## config.mk

```make
export PLATFORM = sky130hd
export DESIGN_NAME = trigger_capture_ctrl_flat
export DESIGN_NICKNAME = d
export VERILOG_FILES = /design/src/rtl/trigger_capture_ctrl_if.sv /design/src/rtl/trigger_capture_ctrl.sv /design/src/flat_wrapper.sv
export SDC_FILE = /design/constraint.sdc
export NUM_CORES = 1
export LEC_CHECK = 0
export CELL_PAD_IN_SITES_DETAIL_PLACEMENT = 1
export CELL_PAD_IN_SITES_GLOBAL_PLACEMENT = 2
export CORE_AREA = 4 4 147 149
export CTS_BUF_LIST = sky130_fd_sc_hd__clkbuf_8 sky130_fd_sc_hd__clkbuf_16
export DETAILED_ROUTE_END_ITERATION = 8
export DIE_AREA = 0 0 151 153
export PLACE_DENSITY = 0.81
export RECOVER_POWER = 100
export SYNTH_ARGS = -nofsm -noshare
export SYNTH_HDL_FRONTEND = slang
export SYNTH_SLANG_ARGS = --single-unit
```

## constraint.sdc

```tcl
create_clock -name clk -period 2.75 [get_ports clk]
set_input_delay 0.4125 -clock clk [delete_from_list [all_inputs] [get_ports clk]]
set_output_delay 0.4125 -clock clk [all_outputs]
set_load 0.01 [all_outputs]
```

## src/rtl/trigger_capture_ctrl_if.sv

```systemverilog
// Stream bundle between the trigger block, the capture sequencer and the
// sample buffer writer. The slave modport is the sequencer's view: it
// accepts sti_* samples and drives sto_* beats.
interface trigger_capture_ctrl_if #(
  parameter int SDW = 32,
  parameter int TEW = 8
);
  logic           sti_tready;
  logic           sti_tvalid;
  logic [TEW-1:0] sti_tevent;
  logic [SDW-1:0] sti_tdata;
  logic           sto_tready;
  logic           sto_tvalid;
  logic           sto_ttrig;
  logic           sto_tlast;
  logic [SDW-1:0] sto_tdata;

  modport master (
    output sti_tvalid, sti_tevent, sti_tdata, sto_tready,
    input  sti_tready, sto_tvalid, sto_ttrig, sto_tlast, sto_tdata
  );

  modport slave (
    input  sti_tvalid, sti_tevent, sti_tdata, sto_tready,
    output sti_tready, sto_tvalid, sto_ttrig, sto_tlast, sto_tdata
  );
endinterface

```

## src/rtl/trigger_capture_ctrl.sv

```systemverilog
// Capture sequencer: forwards pre-trigger samples, waits for a masked event,
// then forwards post-trigger samples, tagging the trigger and final beats.
//
// state | meaning
// IDLE  | not armed, input samples accepted and dropped
// PRE   | forwarding pre-trigger samples, events ignored
// WAIT  | forwarding samples until one carries a masked event
// POST  | forwarding post-trigger samples, events ignored
// DONE  | capture complete, input dropped until re-armed
module trigger_capture_ctrl #(
  parameter int SDW = 32,
  parameter int TEW = 8,
  parameter int CNW = 16
) (
  input  logic                 clk,
  input  logic                 rst,
  input  logic                 cfg_arm,
  input  logic                 cfg_abort,
  input  logic [CNW-1:0]       cfg_pre,
  input  logic [CNW-1:0]       cfg_post,
  input  logic [TEW-1:0]       cfg_mask,
  trigger_capture_ctrl_if.slave bus,
  output logic [2:0]           sts_state,
  output logic                 sts_done,
  output logic [CNW-1:0]       sts_cnt
);

  typedef enum logic [2:0] {
    IDLE = 3'd0,
    PRE  = 3'd1,
    WAIT = 3'd2,
    POST = 3'd3,
    DONE = 3'd4
  } state_t;

  localparam logic [CNW-1:0] ONE = CNW'(1);

  state_t         state_q, state_d;
  logic [CNW-1:0] cnt_q, pre_q, post_q;
  logic [TEW-1:0] mask_q;
  logic           out_valid_q, out_trig_q, out_last_q;
  logic [SDW-1:0] out_data_q;
  logic           in_ready, active, xfer, hit, pre_end, post_end;
  logic           arm_ok, load, trig_beat, last_beat;

  assign active    = (state_q == PRE) || (state_q == WAIT) || (state_q == POST);
  assign xfer      = bus.sti_tvalid & in_ready;
  assign hit       = |(bus.sti_tevent & mask_q);
  // Terminal counts compare against count-1 so the counter never exceeds
  // the configured value and cannot wrap.
  assign pre_end   = (cnt_q == pre_q - ONE);
  assign post_end  = (cnt_q == post_q - ONE);
  assign arm_ok    = cfg_arm & ~cfg_abort & ((state_q == IDLE) || (state_q == DONE));
  assign trig_beat = (state_q == WAIT) & hit;
  assign last_beat = (trig_beat & (post_q == '0)) | ((state_q == POST) & post_end);
  // A sample accepted in the abort cycle is dropped so no tag leaks out.
  assign load      = xfer & active & ~cfg_abort;

  // State register.
  always_ff @(posedge clk or posedge rst) begin
    if (rst) state_q <= IDLE;
    else     state_q <= state_d;
  end

  // Next-state logic; abort overrides everything, including a same-cycle arm.
  always_comb begin
    state_d = state_q;
    if (cfg_abort) begin
      state_d = IDLE;
    end else begin
      case (state_q)
        IDLE, DONE: if (cfg_arm) state_d = (cfg_pre == '0) ? WAIT : PRE;
        PRE:        if (xfer && pre_end) state_d = WAIT;
        WAIT:       if (xfer && hit) state_d = (post_q == '0) ? DONE : POST;
        POST:       if (xfer && post_end) state_d = DONE;
        default:    state_d = IDLE;
      endcase
    end
  end

  // Outputs decoded from state; the input is free-running when not capturing.
  always_comb begin
    in_ready       = active ? (~out_valid_q | bus.sto_tready) : 1'b1;
    bus.sti_tready = in_ready;
    sts_state      = state_q;
    sts_done       = (state_q == DONE);
    sts_cnt        = cnt_q;
  end

  // Configuration latch and pre/post sample counter.
  always_ff @(posedge clk or posedge rst) begin
    if (rst) begin
      cnt_q  <= '0;
      pre_q  <= '0;
      post_q <= '0;
      mask_q <= '0;
    end else if (cfg_abort) begin
      cnt_q <= '0;
    end else if (arm_ok) begin
      cnt_q  <= '0;
      pre_q  <= cfg_pre;
      post_q <= cfg_post;
      mask_q <= cfg_mask;
    end else if (xfer) begin
      case (state_q)
        PRE:     cnt_q <= pre_end ? '0 : cnt_q + ONE;
        WAIT:    if (hit) cnt_q <= '0;
        POST:    cnt_q <= cnt_q + ONE;
        default: cnt_q <= cnt_q;
      endcase
    end
  end

  // Single output register stage; holds its beat while the sink stalls.
  always_ff @(posedge clk or posedge rst) begin
    if (rst) begin
      out_valid_q <= 1'b0;
      out_data_q  <= '0;
      out_trig_q  <= 1'b0;
      out_last_q  <= 1'b0;
    end else if (load) begin
      out_valid_q <= 1'b1;
      out_data_q  <= bus.sti_tdata;
      out_trig_q  <= trig_beat;
      out_last_q  <= last_beat;
    end else if (bus.sto_tready) begin
      out_valid_q <= 1'b0;
    end
  end

  assign bus.sto_tvalid = out_valid_q;
  assign bus.sto_tdata  = out_data_q;
  assign bus.sto_ttrig  = out_trig_q;
  assign bus.sto_tlast  = out_last_q;

endmodule

```

## src/flat_wrapper.sv

```systemverilog
// flat-port wrapper written by rule: the top's interface ports become plain ports
module trigger_capture_ctrl_flat 
#(
  parameter int SDW = 32,
  parameter int TEW = 8,
  parameter int CNW = 16
)
  (clk, rst, cfg_arm, cfg_abort, cfg_pre, cfg_post, cfg_mask, sts_state, sts_done, sts_cnt, bus_sti_tvalid, bus_sti_tevent, bus_sti_tdata, bus_sto_tready, bus_sti_tready, bus_sto_tvalid, bus_sto_ttrig, bus_sto_tlast, bus_sto_tdata);
  trigger_capture_ctrl_if #(.SDW(SDW), .TEW(TEW)) bus_i ();
  input  logic clk;
  input  logic rst;
  input  logic cfg_arm;
  input  logic cfg_abort;
  input  logic [CNW-1:0] cfg_pre;
  input  logic [CNW-1:0] cfg_post;
  input  logic [TEW-1:0] cfg_mask;
  output logic [2:0] sts_state;
  output logic sts_done;
  output logic [CNW-1:0] sts_cnt;
  input wire logic [$bits(bus_i.sti_tvalid)-1:0] bus_sti_tvalid;
  input wire logic [$bits(bus_i.sti_tevent)-1:0] bus_sti_tevent;
  input wire logic [$bits(bus_i.sti_tdata)-1:0] bus_sti_tdata;
  input wire logic [$bits(bus_i.sto_tready)-1:0] bus_sto_tready;
  output wire logic [$bits(bus_i.sti_tready)-1:0] bus_sti_tready;
  output wire logic [$bits(bus_i.sto_tvalid)-1:0] bus_sto_tvalid;
  output wire logic [$bits(bus_i.sto_ttrig)-1:0] bus_sto_ttrig;
  output wire logic [$bits(bus_i.sto_tlast)-1:0] bus_sto_tlast;
  output wire logic [$bits(bus_i.sto_tdata)-1:0] bus_sto_tdata;
  assign bus_i.sti_tvalid = bus_sti_tvalid;
  assign bus_i.sti_tevent = bus_sti_tevent;
  assign bus_i.sti_tdata = bus_sti_tdata;
  assign bus_i.sto_tready = bus_sto_tready;
  assign bus_sti_tready = bus_i.sti_tready;
  assign bus_sto_tvalid = bus_i.sto_tvalid;
  assign bus_sto_ttrig = bus_i.sto_ttrig;
  assign bus_sto_tlast = bus_i.sto_tlast;
  assign bus_sto_tdata = bus_i.sto_tdata;
  trigger_capture_ctrl #(.SDW(SDW), .TEW(TEW), .CNW(CNW)) u_core (.clk(clk), .rst(rst), .cfg_arm(cfg_arm), .cfg_abort(cfg_abort), .cfg_pre(cfg_pre), .cfg_post(cfg_post), .cfg_mask(cfg_mask), .bus(bus_i), .sts_state(sts_state), .sts_done(sts_done), .sts_cnt(sts_cnt));
endmodule
```

Yosys cells after proc, flatten, opt, wreduce, memory -nomap -nowiden
Index checks and enable logic that the tools add are counted.
- add/sub/neg operators: 3
- multipliers: 0
- divide/modulo/power cells: 0
- $lt $le $gt $ge: 0
- equality and inequality tests: 11
- shift operators: 0
- mux-type cells: 17
- bitwise gates (word level): 13
- reduce and logical (&&, ||, !) cells: 17
- operator list (cell ; count):
    2-to-1 mux 16 bit ; 5
    case mux 16 bit (3 select lines) ; 1
    equality test 16 bit ; 2
    logical NOT 16 bit ; 2
    subtractor 16 x 1 -> 16 bit, second input constant ; 2
    2-to-1 mux 3 bit ; 6
    adder 16 x 1 -> 16 bit, second input constant ; 1
    inequality test 3 bit, second input constant ; 4
    case mux 3 bit (4 select lines) ; 1
    AND 1 bit ; 8
    AND 8 bit ; 1
    OR reduction 8 bit ; 1
    equality test 3 x 2 -> 1 bit, second input constant ; 2
    nonzero test 5 bit ; 1
    inequality test 4 x 2 -> 1 bit, second input constant ; 1
    AND reduction 4 bit ; 1
    equality test 3 x 1 -> 1 bit, second input constant ; 1
    equality test 3 bit, second input constant ; 1
    logical AND 1 bit ; 3
    logical NOT 3 bit ; 1
    logical OR 1 bit ; 3
    2-to-1 mux 1 bit ; 3
    AND reduction 3 bit ; 1
    nonzero test 3 bit ; 1
    other kinds (6) ; 8
- register bits: 94
- latch bits: 0
- RAM bits: 0
- bits in read-only memories: 0
- output and inout port bits: 56
- logic and storage cells: 70
- memories kept: 0

Longest topological paths before layout
Gate-level depths: netlist of run 1.
- depth in word-level cells: 9
- gate-level depth with buffers: 11

Worst setup path before layout of run 1
Ideal clock, no wire load.
- kind: register to register
- start: register u_core.pre_q[0]
- end: register u_core.cnt_q[7], in the netlist u_core.sts_cnt[7]
- setup time: 0.129 ns
- arrival time: 2.534 ns
- slack: 0.087 ns
- cell stages (with the launch flop): 12
- clock period less this slack: 2.663 ns
- cells stage by stage: dfrtp_1 > inv_1 > ha_1 > nor3b_2 > or3_1 > a221oi_1 > nor3_1 > nor4_2 > a41oi_2 > buf_4 > a32oi_1 > o31ai_1
- word-level cells in the longest chain between the ends: 7
- ends and longest elaborated chain (what ; RTL line ; source):
    start: declaration ; trigger_capture_ctrl.sv:39 ; logic [CNW-1:0] cnt_q, pre_q, post_q;
    start signal: assignment ; trigger_capture_ctrl.sv:101 ; pre_q <= cfg_pre;
    subtractor 16 x 1 -> 16 bit ; trigger_capture_ctrl.sv:51 ; assign pre_end = (cnt_q == pre_q - ONE);
    equality test 16 bit ; trigger_capture_ctrl.sv:51 ;
    2-to-1 mux 16 bit ; trigger_capture_ctrl.sv:106 ; PRE: cnt_q <= pre_end ? '0 : cnt_q + ONE;
    case mux 16 bit (3 select lines) ; trigger_capture_ctrl.sv:105 ; case (state_q)
    2-to-1 mux 16 bit ; trigger_capture_ctrl.sv:104 ; end else if (xfer) begin
    2-to-1 mux 16 bit ; trigger_capture_ctrl.sv:99 ; end else if (arm_ok) begin
    2-to-1 mux 16 bit ; trigger_capture_ctrl.sv:97 ; end else if (cfg_abort) begin
    end signal: assignment ; trigger_capture_ctrl.sv:106 ;
    end signal: assignment ; trigger_capture_ctrl.sv:108 ; POST: cnt_q <= cnt_q + ONE;
    end signal: assignment ; trigger_capture_ctrl.sv:109 ; default: cnt_q <= cnt_q;
    end: declaration ; trigger_capture_ctrl.sv:39 ;
No other way between the ends. The select of a mux whose other input is x is not followed.
A chain may end at the register's enable or synchronous reset.

Final worst setup path of run 1
- start: register u_core.pre_q[7]
- end: register u_core.state_q[1], in the netlist u_core.sts_state[1]
- word-level cells in the longest chain between the ends: 5
- ends and longest elaborated chain (what ; RTL line ; source):
    subtractor 16 x 1 -> 16 bit ; trigger_capture_ctrl.sv:51 ;
    equality test 16 bit ; trigger_capture_ctrl.sv:51 ;
    logical AND 1 bit ; trigger_capture_ctrl.sv:73 ; PRE: if (xfer && pre_end) state_d = WAIT;
    inequality test 3 bit (no source line) ; n/a ;
    AND reduction 4 bit (no source line) ; n/a ;
    end signal: assignment ; trigger_capture_ctrl.sv:62 ; else state_q <= state_d;
    end: declaration ; trigger_capture_ctrl.sv:38 ; state_t state_q, state_d;
No other way between the ends.

==> impl_metrics.ini, run 1 <==
[cells_and_area]
mostFrequentLayoutCell = nand2_1
synthToLayoutAreaGrowth_pct = 47.5
drive_gt1_frac = 0.173
final_cell_mix = nand2_1, dfrtp_1, clkdlybuf4s50_1
regArea_mm2 = 0.00235
nets = 832
antenna_cells = 0
fill_cells = 2328
multi_input_area_mm2 = 0.00282
final_util = 0.381

[power]
vdd_ir_drop_max_mv = 0.338
pwr-share-comb = 0.473
p_clk_frac = 0.180
p_sw_uw = 2840
intPower_uw = 4270
power_density_mw_per_mm2 = 926
swShare = 0.399
p_leak_uw = 0.00328
seq_power_share = 0.348

[sta]
relSlewSlack = 0.277
layout_setup_ws_ns = -0.0907
hold_viol_final = 0
setup_viol = 15
fin_crit_ns = 2.84
skew_ns = 0.00621
rsz0062_at_grt = true
clock.fmax_ghz = 0.352
tightestPinTransition_ns = 1.08
drv_slew = 0
post-route-period-util = 1.03

[route]
ant_nets = 0
vias = 4963
first_iter_violations = 156
dr.pass1.iters = 6
routed_wl_um = 18900
route.detailed.drc = 0
vias_per_cell = 4.88
routedWlPerCell_um = 18.6

[die]
core_area_mm2 = 0.0202
std_cell_rows = 52
dieArea_mm2 = 0.0231
start_util = 0.258
die_w_um = 151
io_pins = 142
die_h_um = 153

[yosys]
yosysWarnings = 0
synth_edf_count = 0
synth_flop_cell = dfrtp_1
synth-async-reset-ratio = 1.00
syn_inst = 573
syn_area_mm2 = 0.00521
synth_cell_types = 63
synth_top_area_cell = dfrtp_1
ys_seq_elements = 94
synth_area_per_cell_um2 = 9.09
synth_top_cell_area_share = 0.451
synth_nets = 663
yosysSeqAreaShare = 0.451
yosys-top-cells-area = dfrtp_1, nand2_1, mux2_2

[global_route]
grtUsageTotal = 0.166
antenna_found_initial = 0
grt_pass1_wl_um = 30500
grt_overflow = 0
grt_max_degree = 53
grt_pass1_vias = 5582

[worst_hold_path]
holdCritPathClass = flip-flop to flip-flop
min_to = u_core.bus.sto_tdata[3]
whs_path_depth = 2
hp-start = u_core.bus.sto_tdata[3]

[cts]
clk_pin_slew_worst_paths_ns = 0.07
clkLatencyLatePin_ns = 0.35
cts.sinks = 94
cts_htree_levels = 3
ctsRootBufferMaster = clkbuf_16
cts_tree = built
clockBufferDepth = 2
hold_buffers = 0
cts-buffers-inserted = 9

[placed_design]
pre_cts_slack_ns = -0.0589
place_congestion = 0.881
portBuffers = 141
place_hpwl_um = 14100

[critical_path]
cp_max_fo = 10
critPathRequiredTime_ns = 3.03
arrival_ns = 3.12
r2r_cells = 9
r2r_slack_ns = -0.09
worstSetupPathType = flip-flop to flip-flop
endpoint_kind = flip-flop
r2r_start = u_core.pre_q[7]
worstReg2RegEnd = u_core.sts_state[1]
critPathLaunchType = flip-flop

[status]
outcome = finished with violations
violations = setup timing

[job]
maxCapViolCount = 0
==> cell type report <==
cell class	instances	share of cell area
multi-input cells	426	0.366
flip-flops and latches	94	0.306
repair buffers	190	0.235
well taps	270	0.0440
clock buffers	10	0.0311
inverters	21	0.0104
clock inverters	5	0.00668
==> synth_stat cells, drive strengths merged (7+ instances only) <==
cell and n:
nand3 21, buf 9, dfrtp 94, nand2 142, clkbuf 23, nor4 13, xor2 14, mux2 31
xnor2 24, o21ai 28, inv 21, a21oi 14, a31oi 7, nor2 23, nand4 16, nor3 15
==> worst max-delay path: stages (launching register included) <==
cell and delay, ns:
dfrtp_1 0.52, nor4_4 0.46, nand4_1 0.22, xnor2_2 0.22
a21oi_1 0.12, nor4b_4 0.40, a41oi_4 0.24, buf_12 0.22
a21oi_4 0.15, mux2i_1 0.20
==> flip-flops by register name (all words and copies together) (netlist names) <==
| name | cells |
|---|---|
| u_core.bus.sto_tdata | 32 |
| u_core.bus.sto_tlast | 1 |
| u_core.bus.sto_ttrig | 1 |
| u_core.bus.sto_tvalid | 1 |
| u_core.mask_q | 8 |
| u_core.post_q | 16 |
| u_core.pre_q | 16 |
| u_core.sts_cnt | 16 |
| u_core.sts_state | 3 |
==> per-stage QoR <==
step | power (uW) | std cells | instance area (um2) | setup TNS, ns | hold WS [ns]
2_1_floorplan | 4250 | 573 | 5220 | 0 | 0.476
3_3_place_gp | 5570 | 993 | 7180 | 0 | 0.457
3_5_place_dp | 5690 | 993 | 7180 | -0.263 | 0.461
4_1_cts | 7200 | 1013 | 7600 | 0 | 0.468
5_1_grt | 7670 | 1016 | 7680 | -2.67 | 0.504
6_report | 7110 | 1016 | 7680 | -0.678 | 0.471
==> power by group through the flow <==
stage / registers [uW] / clock network [uW] / logic, uW
after floorplan: 2430 / 0 / 1820
after global placement: 2450 / 0 / 3120
after detailed placement: 2480 / 0 / 3210
after CTS: 2480 / 1320 / 3410
after global routing: 2570 / 1380 / 3720
final: 2470 / 1280 / 3360
==> routing by layer <==
| metal | share of wire | vias up | GRT usage |
|---|---|---|---|
| li1 | - | 2342 | - |
| met1 | 0.42 | 2461 | 0.203 |
| met2 | 0.49 | 137 | 0.278 |
| met3 | 0.074 | 23 | 0.0548 |
| met4 | 0.016 | 0 | 0.0518 |
| met5 | 0 | - | 0 |
==> worst max-delay path by stage <==
stage          slack (ns)            start                   to
2_1_floorplan        0.09  u_core.pre_q[0]    u_core.sts_cnt[7]
3_3_place_gp         0.11  u_core.pre_q[1]  u_core.sts_state[1]
3_5_place_dp        -0.06  u_core.pre_q[1]   u_core.sts_cnt[11]
4_1_cts             0.008  u_core.pre_q[0]   u_core.sts_cnt[11]
5_1_grt             -0.22  u_core.pre_q[0]  u_core.sts_state[1]
6_report            -0.09  u_core.pre_q[7]  u_core.sts_state[1]
==> logic make-up (layout without fill, tap and decap cells) <==
group | count (synthesis) | in the layout | synth area share
AND/OR/NAND/NOR | 259 | 259 | 0.239
XOR/XNOR | 38 | 38 | 0.0639
buffers and inverters | 53 | 226 | 0.0427
AO/OA/AOI/OAI | 89 | 89 | 0.117
flip-flops | 94 | 94 | 0.451
multiplexers | 36 | 36 | 0.0766
adder cells (fa/ha/maj) | 4 | 4 | 0.00960
==> timing repair <==
| item | CTS | global route |
|---|---|---|
| pin swaps | 8 | 5 |
| endpoints found under the setup margin | 11 | 19 |
| buffers inserted | 3 | 4 |
| resized for setup | 10 | 27 |
| cloned | 2 | 0 |
(Power assumes the default switching activity.)
==> run 2, diff against run 1 <==
--- a/config.mk
+++ b/config.mk
@@ -16,3 +16,4 @@
 export SYNTH_ARGS = -nofsm -noshare
 export SYNTH_HDL_FRONTEND = slang
 export SYNTH_SLANG_ARGS = --single-unit
+export TNS_END_PERCENT = 20
==> impl_metrics.ini, run 2 (synthesis gave the netlist of run 1 again) <==
[route]
vias = 4968
ant_nets = 0
dr.pass1.iters = 4
vias_per_cell = 4.89
first_iter_violations = 170
routedWlPerCell_um = 18.6
route.detailed.drc = 0
routed_wl_um = 18900

[cts]
cts.sinks = 94
cts_htree_levels = 3
cts-buffers-inserted = 9
clk_pin_slew_worst_paths_ns = 0.07
clockBufferDepth = 2
clkLatencyLatePin_ns = 0.36
cts_tree = built
ctsRootBufferMaster = clkbuf_16

[job]
maxCapViolCount = 0

[die]
start_util = 0.258
die_w_um = 151
io_pins = 142
std_cell_rows = 52
dieArea_mm2 = 0.0231
die_h_um = 153
core_area_mm2 = 0.0202

[cells_and_area]
final_cell_mix = nand2_1, dfrtp_1, clkdlybuf4s50_1
drive_gt1_frac = 0.169
mostFrequentLayoutCell = nand2_1
nets = 832
largest_reg_flops = 32
antenna_cells = 0
final_util = 0.380
fill_cells = 2330
synthToLayoutAreaGrowth_pct = 47.1

[critical_path]
path_cells = nor4_4 -> nand4_1 -> xnor2_2 -> a21oi_1 -> nor4b_4 -> a41oi_4 -> buf_12 -> a21oi_4 -> mux2i_1
r2r_start = u_core.pre_q[7]
arrival_ns = 3.11
critPathTopFamily = simple AND/OR/NAND/NOR gates
cp_slowest_stage_delay_ns = 0.52
crit_slowest_cell = dfrtp_1
crit_buf_inv = 1
endpoint_kind = flip-flop
r2r_slack_ns = -0.08
r2r_cells = 9
worstSetupPathType = flip-flop to flip-flop
critPathRequiredTime_ns = 3.03
worstReg2RegEnd = u_core.sts_state[1]
critPathLaunchType = flip-flop
cp_max_fo = 10

[placed_design]
place_congestion = 0.881
place_hpwl_um = 14100
portBuffers = 141

[global_route]
grt_max_degree = 53
grt_pass1_wl_um = 30500
grt_overflow = 0
grt_pass1_vias = 5582
grtUsageTotal = 0.166
antenna_found_initial = 0

[power]
p_leak_uw = 0.00328
total_power_uw = 7100
p_clk_frac = 0.181
seq_power_share = 0.349
p_sw_uw = 2830
power_density_mw_per_mm2 = 926
pwr-share-comb = 0.471
intPower_uw = 4270
swShare = 0.399
vdd_ir_drop_max_mv = 0.335

[worst_hold_path]
min_to = u_core.bus.sto_tdata[3]
whs_path_depth = 2
hp-start = u_core.bus.sto_tdata[3]
holdCritPathClass = flip-flop to flip-flop

[sta]
rsz0062_at_grt = true
hold_viol_final = 0
layout_setup_ws_ns = -0.0777
fin_tns_setup_ns = -0.469
drv_slew = 0
setup_viol = 13
post-route-period-util = 1.03
clock.fmax_ghz = 0.354
tightestPinTransition_ns = 1.08
fin_crit_ns = 2.83
whs_ns = 0.471
relSlewSlack = 0.278
skew_ns = 0.00527

[status]
violations = setup timing
outcome = finished with violations
==> run 2: cell types whose count changed in the layout (fill, tap and decap cells not counted) <==
cell       previous run  this run
a21oi_1              11        12
nand2_4               2         1
o2111ai_2             2         1
o2111ai_1             1         2
nand2_1             139       140
o21ai_0              24        22
a21oi_2               2         1
o21ai_1               3         5
==> run 2: metal layers <==
| metal | vias to the layer above | GRT usage | routed length (um) |
|---|---|---|---|
| met4 | 0 | 0.0518 | 285 |
| met5 | - | 0 | 0 |
| met1 | 2462 | 0.203 | 7740 |
| met3 | 19 | 0.0548 | 1520 |
| li1 | 2339 | - | - |
| met2 | 148 | 0.278 | 9330 |
==> run 2: worst max-delay path by stage <==
stage                                from                   to  slack [ns]  cells after the start
after floorplan           u_core.pre_q[0]    u_core.sts_cnt[7]        0.09                     11
after global placement    u_core.pre_q[1]  u_core.sts_state[1]        0.11                     10
after detailed placement  u_core.pre_q[1]   u_core.sts_cnt[11]       -0.06                      9
after CTS                 u_core.pre_q[0]   u_core.sts_cnt[11]       0.008                     10
after global routing      u_core.pre_q[0]  u_core.sts_state[1]       -0.22                     12
final                     u_core.pre_q[7]  u_core.sts_state[1]       -0.08                      9
==> run 2: final cells by class <==
class	instances	area, um2	share of cell area
flip-flops and latches	94	2350	0.307
inverters	21	80.1	0.0104
clock buffers	10	239	0.0312
well taps	270	338	0.0441
multi-input cells	426	2800	0.365
clock inverters	5	51.3	0.00669
repair buffers	190	1810	0.236
==> run 2: power groups by stage <==
stage	clock network (uW)	registers, uW	logic, uW
after CTS	1320	2480	3410
after floorplan	0	2430	1820
final	1280	2470	3340
after global placement	0	2450	3120
after detailed placement	0	2480	3210
after global routing	1380	2570	3700
==> run 2: worst register-to-register path: stages, from the launching register on <==
cell and delay (ns):
dfrtp_1 0.52, nor4_4 0.46, nand4_1 0.22, xnor2_2 0.22, a21oi_1 0.12, nor4b_4 0.39
a41oi_4 0.24, buf_12 0.22, a21oi_4 0.15, mux2i_1 0.20
==> run 2: timing repair <==
item | in CTS | in global routing
pin swaps | 8 | 8
setup endpoints to repair | 11 | 19
gates cloned | 2 | 0
gates resized for setup | 10 | 24
buffers inserted | 3 | 3
hold buffers | 0 | 0
hold endpoints to repair | 0 | 0
==> run 2: stage by stage <==
step	instances	setup slack, ns	area, um2
5_1_grt	1016	-0.222	7670
3_3_place_gp	993	0.114	7180
2_1_floorplan	573	0.0873	5220
3_5_place_dp	993	-0.0589	7180
4_1_cts	1013	0.00752	7600
6_report	1016	-0.0777	7670
